`src/rtl/data_mem_ctrl.sv`:
```
`default_nettype none
// ============================================================================
//  Module      : data_mem_ctrl
//  Description : Big-endian data memory for the MIPS memory stage. Accepts
//                one read or write per transaction, inserts WAIT_STATES extra
//                cycles, then returns a one-cycle ready pulse with load data
//                and an error flag. Word/halfword/byte access sizes.
//  Revision    : 1.0 - initial release
// ============================================================================
module data_mem_ctrl #(
    parameter int DEPTH       = 32,
    parameter int WAIT_STATES = 1
) (
    input  logic        clk,
    input  logic        rst,
    input  logic        ram_read,
    input  logic        ram_write,
    input  logic [1:0]  ram_size,
    input  logic [31:0] ram_adr,
    input  logic [31:0] ram_data,
    output logic [31:0] ram_word,
    output logic        ram_ready,
    output logic        ram_err
);

    localparam int          IDX_W     = (DEPTH > 1) ? $clog2(DEPTH) : 1;
    localparam logic [32:0] ADR_LIMIT = 33'(4 * DEPTH);
    localparam logic [3:0]  WAIT_INIT = 4'(WAIT_STATES);

    // Access size encoding on ram_size
    localparam logic [1:0] SZ_WORD  = 2'd0;
    localparam logic [1:0] SZ_BYTES = 2'd1;
    localparam logic [1:0] SZ_HALF  = 2'd2;

    typedef enum logic [1:0] {
        IDLE   = 2'd0,
        ACCESS = 2'd1,
        RESP   = 2'd2
    } state_t;

    state_t      state;
    logic [3:0]  wait_cnt;
    logic        req_rd;
    logic        req_wr;
    logic [1:0]  req_size;
    logic [31:0] req_adr;
    logic [31:0] req_data;

    logic [31:0] mem [DEPTH];

    logic [IDX_W-1:0] word_idx;
    logic [31:0]      cur_word;
    logic [7:0]       sel_byte;
    logic [15:0]      sel_half;
    logic             access_err;
    logic [31:0]      load_val;
    logic [31:0]      store_val;

    // Out-of-range indices are only formed when access_err is set, so the
    // memory is never touched with them.
    assign word_idx = req_adr[IDX_W+1:2];
    assign cur_word = mem[word_idx];

    // Decode error conditions and build load/store values for the captured request
    always_comb begin
        access_err = 1'b0;
        sel_byte   = 8'h00;
        sel_half   = 16'h0000;
        load_val   = 32'h0000_0000;
        store_val  = cur_word;

        if (req_rd && req_wr)                          access_err = 1'b1;
        if ({1'b0, req_adr} >= ADR_LIMIT)              access_err = 1'b1;
        if (req_size == SZ_WORD && req_adr[1:0] != 2'b00) access_err = 1'b1;
        if (req_size == SZ_HALF && req_adr[0])         access_err = 1'b1;

        // Big-endian: byte offset 0 lives in the most significant lane
        case (req_adr[1:0])
            2'd0:    sel_byte = cur_word[31:24];
            2'd1:    sel_byte = cur_word[23:16];
            2'd2:    sel_byte = cur_word[15:8];
            default: sel_byte = cur_word[7:0];
        endcase
        sel_half = req_adr[1] ? cur_word[15:0] : cur_word[31:16];

        case (req_size)
            SZ_WORD:  load_val = cur_word;
            SZ_BYTES: load_val = {{24{sel_byte[7]}}, sel_byte};
            SZ_HALF:  load_val = {16'h0000, sel_half};
            default:  load_val = {24'h000000, sel_byte};
        endcase

        case (req_size)
            SZ_WORD: store_val = req_data;
            SZ_HALF: begin
                if (req_adr[1]) store_val[15:0]  = req_data[15:0];
                else            store_val[31:16] = req_data[15:0];
            end
            default: begin
                case (req_adr[1:0])
                    2'd0:    store_val[31:24] = req_data[7:0];
                    2'd1:    store_val[23:16] = req_data[7:0];
                    2'd2:    store_val[15:8]  = req_data[7:0];
                    default: store_val[7:0]   = req_data[7:0];
                endcase
            end
        endcase
    end

    // Transaction FSM, registered outputs and memory array
    always_ff @(posedge clk or negedge rst) begin
        if (!rst) begin
            state     <= IDLE;
            wait_cnt  <= 4'd0;
            req_rd    <= 1'b0;
            req_wr    <= 1'b0;
            req_size  <= 2'd0;
            req_adr   <= 32'h0000_0000;
            req_data  <= 32'h0000_0000;
            ram_word  <= 32'h0000_0000;
            ram_ready <= 1'b0;
            ram_err   <= 1'b0;
            for (int i = 0; i < DEPTH; i++) begin
                mem[i] <= 32'(i);
            end
        end else begin
            case (state)
                IDLE: begin
                    if (ram_read || ram_write) begin
                        req_rd   <= ram_read;
                        req_wr   <= ram_write;
                        req_size <= ram_size;
                        req_adr  <= ram_adr;
                        req_data <= ram_data;
                        wait_cnt <= WAIT_INIT;
                        state    <= ACCESS;
                    end
                end
                ACCESS: begin
                    if (wait_cnt != 4'd0) begin
                        wait_cnt <= wait_cnt - 4'd1;
                    end else begin
                        ram_ready <= 1'b1;
                        if (access_err) begin
                            ram_err  <= 1'b1;
                            ram_word <= 32'h0000_0000;
                        end else if (req_wr) begin
                            mem[word_idx] <= store_val;
                        end else begin
                            ram_word <= load_val;
                        end
                        state <= RESP;
                    end
                end
                RESP: begin
                    ram_ready <= 1'b0;
                    ram_err   <= 1'b0;
                    state     <= IDLE;
                end
                default: state <= IDLE;
            endcase
        end
    end

endmodule
`default_nettype wire
```
`config.mk`:
```
export PLATFORM = sky130hd
export DESIGN_NAME = data_mem_ctrl
export DESIGN_NICKNAME = d
export VERILOG_FILES = /design/src/rtl/data_mem_ctrl.sv
export SDC_FILE = /design/constraint.sdc
export NUM_CORES = 2
export LEC_CHECK = 0
export CORE_UTILIZATION = 30
export DETAILED_ROUTE_END_ITERATION = 6
export PLACE_DENSITY = 0.51
export SLEW_MARGIN = 5
export SYNTH_ARGS = -nofsm -noshare
export SYNTH_HDL_FRONTEND = slang
export SYNTH_SLANG_ARGS = --single-unit
```
`constraint.sdc`:
```
create_clock -name clk -period 5.05 [get_ports clk]
set_input_delay 0.505 -clock clk [delete_from_list [all_inputs] [get_ports clk]]
set_output_delay 0.505 -clock clk [all_outputs]
set_load 0.005 [all_outputs]
```
==> run metrics <==
RD Place Congestion=0.901; post-synth top area cell=dfrtp_1; initial core utilization=0.304; Syn. warnings=0; area share of the largest cell type after synthesis=0.530; Worst Tran Pin Value=1.22 ns; Multi-input gate area=20100 um2; row count=148; Slew HR=0.185; Cell Int Power=17200 uW; Die W=409 um; Critical Path RT=5.61 ns; leak pwr=0.0250 uW; share of post-route cells with drive strength above 1=0.123; crit path DAT=4.80 ns; Non-Filler Instances=7178; Post-CTS Setup Bufs=0; largest net degree at the start of global routing=156; status=finished clean; final critical-path setup slack=0.809 ns; synthesized net count=5009; Power Density=464 nW/um2; wire length per cell=24.7 um; die area=167000 um2; dpl cell area=54200 um2; H-tree depth=3; Top Ports=104; Post-Syn Instances=4937; GRT Util Overall=0.211; post-synthesis register bit count=1132; power share of the combinational group=0.292; CP Launch Type=flop; clock latency on the worst-skew pair=0.76 ns; clock power share=0.337; DRT Pass-1 Iters=6; Sequential Area=28400 um2; Async SR Flop Fraction=1.00; worst vdd ir=0.397 mV; RSZ-0062 raised after global routing=no; Netlist Area Pre-Place=49700 um2; Power Total=27000 uW; Max Slew Vio Count=0; Vias=37400; commonest non-fill, non-tap cell in the layout=nand2_1; final setup TNS=0 ns; Post-CTS Resized=0; total CTS buffers=119; drc violations=0; CP Capture Type=flop; most frequent cells in the layout=nand2_1 (1085), dfrtp_1 (1049), o21ai_0 (929); Placeable Area=164000 um2; Crit Path Max Fanout=32; Sw Pwr=9880 uW; Longest Clk Path Bufs=3; Die Ht=409 um; DP Worst Slack=0.891 ns; top post-synthesis cells by area=dfrtp_1 (53%), mux2i_1 (10%), o21ai_0 (9.4%); Worst R2R Setup Slack=0.81 ns; final worst path period share=0.840; Net Sw Frac=0.365; Final Hold Vio Count=0; Final Cell Area=58300 um2; routed wire length=177 mm; post-route ant nets=0; Min Clock Period, post-route=4.24 ns; Final setup viols=0; Clk pin slew, worst setup/hold paths=0.07 ns; HPWL after detailed placement=109 mm; skew final=0.0450 ns; first-pass GRT wire length=261 mm; CTS Sinks=1132; area grow syn2layout=17.3%; Max-Cap Viols=0; register area share after synthesis=0.572; grt ovf=0; hold_buf cts=1; CTS tree=done; initial antenna violation count=2; fmax=0.236 GHz; Via density=5.21; number of global-route vias before repair=36400; DP Cell Count=6951; EDFF count, synth=0; Synth Flop Type=dfrtp_1; CP Class=reg -> reg; Mean Syn Cell Area=10.1 um2; Seq pwr share=0.371; # fillers=16300; # nets final=4970; CTS root buf=clkbuf_16; initial DRC count=3572; Min-Delay Path Class=in -> reg; Synth cell types=60; I/O Buffers=103
routing by layer:
| layer | vias to the layer above | track usage | share of wire |
|---|---|---|---|
| met1 | 18900 | 0.293 | 0.46 |
| met4 | 0 | 0.0650 | 0.032 |
| met2 | 913 | 0.337 | 0.47 |
| li1 | 17300 | - | - |
| met3 | 273 | 0.0296 | 0.046 |
| met5 | - | 0 | 0 |
critical path, stage by stage, from the launching register on:
cell and delay [ns]:
dfrtp_1 0.87, or4b_2 0.91, o22ai_1 0.20, nor4_1 0.76
nand2_1 0.40, a311oi_4 0.39, buf_4 0.36, o21ai_0 0.14
through the flow:
stage	utilization	hold WS, ns
floorplan	-	0.209
global placement	0.331	0.450
detailed placement	0.331	0.456
CTS	0.356	0.315
global route	0.356	0.334
finish	0.356	0.360
final cells by class:
| type | instances | share of cell area |
|---|---|---|
| clock buffers | 189 | 0.0615 |
| multi-input cells | 3343 | 0.345 |
| clock inverters | 34 | 0.00799 |
| well taps | 2175 | 0.0467 |
| diodes | 3 | 0.000129 |
| repair buffers | 298 | 0.0500 |
| flip-flops and latches | 1132 | 0.488 |
| inverters | 4 | 0.000258 |
cells by family after synthesis:
| family | synth area share |
|---|---|
| AO/OA/AOI/OAI | 0.156 |
| XOR/XNOR | 0.000353 |
| adder cells (fa/ha/maj) | 0.000504 |
| buffers and inverters | 0.0390 |
| flip-flops | 0.572 |
| multiplexers | 0.119 |
| AND/OR/NAND/NOR | 0.113 |
cell usage after synthesis (4+ instances only):
| cell | n |
|---|---|
| mux2_2 | 67 |
| o22ai_1 | 256 |
| inv_1 | 4 |
| and3_1 | 10 |
| or4b_1 | 4 |
| nand2b_1 | 7 |
| nor4_1 | 68 |
| a311oi_2 | 4 |
| a22oi_1 | 24 |
| nand3_1 | 72 |
| nor3_1 | 17 |
| a31oi_1 | 20 |
| nand4bb_1 | 5 |
| mux2i_1 | 516 |
| buf_6 | 5 |
| o21ai_0 | 932 |
| a311oi_1 | 11 |
| a22o_1 | 14 |
| dfstp_2 | 80 |
| a21boi_0 | 6 |
| nor2_1 | 20 |
| dfrtp_1 | 1052 |
| nand2_1 | 1085 |
| buf_4 | 12 |
| nand4_1 | 7 |
| a21oi_1 | 9 |
| o21ai_1 | 116 |
| buf_2 | 94 |
| nor3b_1 | 8 |
| o211ai_1 | 16 |
| nor2b_1 | 9 |
| clkbuf_1 | 343 |
sequential cells by signal (all words and copies together), names as in the netlist:
signal	cells
mem	1024
wait_cnt	4
req_data	32
ram_word	32
req_adr	32
ram_ready	1
state	2
ram_err	1
req_rd	1
req_size	2
req_wr	1
power by group through the flow:
stage | Clock, uW | Combinational [uW] | Sequential [uW]
2_1_floorplan | 0 | 4840 | 9700
3_3_place_gp | 0 | 7820 | 10200
3_5_place_dp | 0 | 7820 | 10200
4_1_cts | 9300 | 7840 | 10000
5_1_grt | 9640 | 8240 | 10000
6_report | 9120 | 7900 | 10000
worst paths after layout:
kind,from,endpoint,cells past startpoint
min in group asynchronous,rst,mem[991]$_DFFE_PN0P_,2
worst max-delay path,req_adr[6]$_DFFE_PN0P_,mem[221]$_DFFE_PN0P_,7
max in group asynchronous,rst,mem[954]$_DFFE_PN0P_,3
worst min-delay path,ram_data[0],req_data[0]$_DFFE_PN0P_,2
worst max register to register,req_adr[6]$_DFFE_PN0P_,mem[221]$_DFFE_PN0P_,7
worst min register to register,mem[834]$_DFFE_PN1P_,mem[834]$_DFFE_PN1P_,2
No activity file was read; power rests on OpenSTA's default activity.
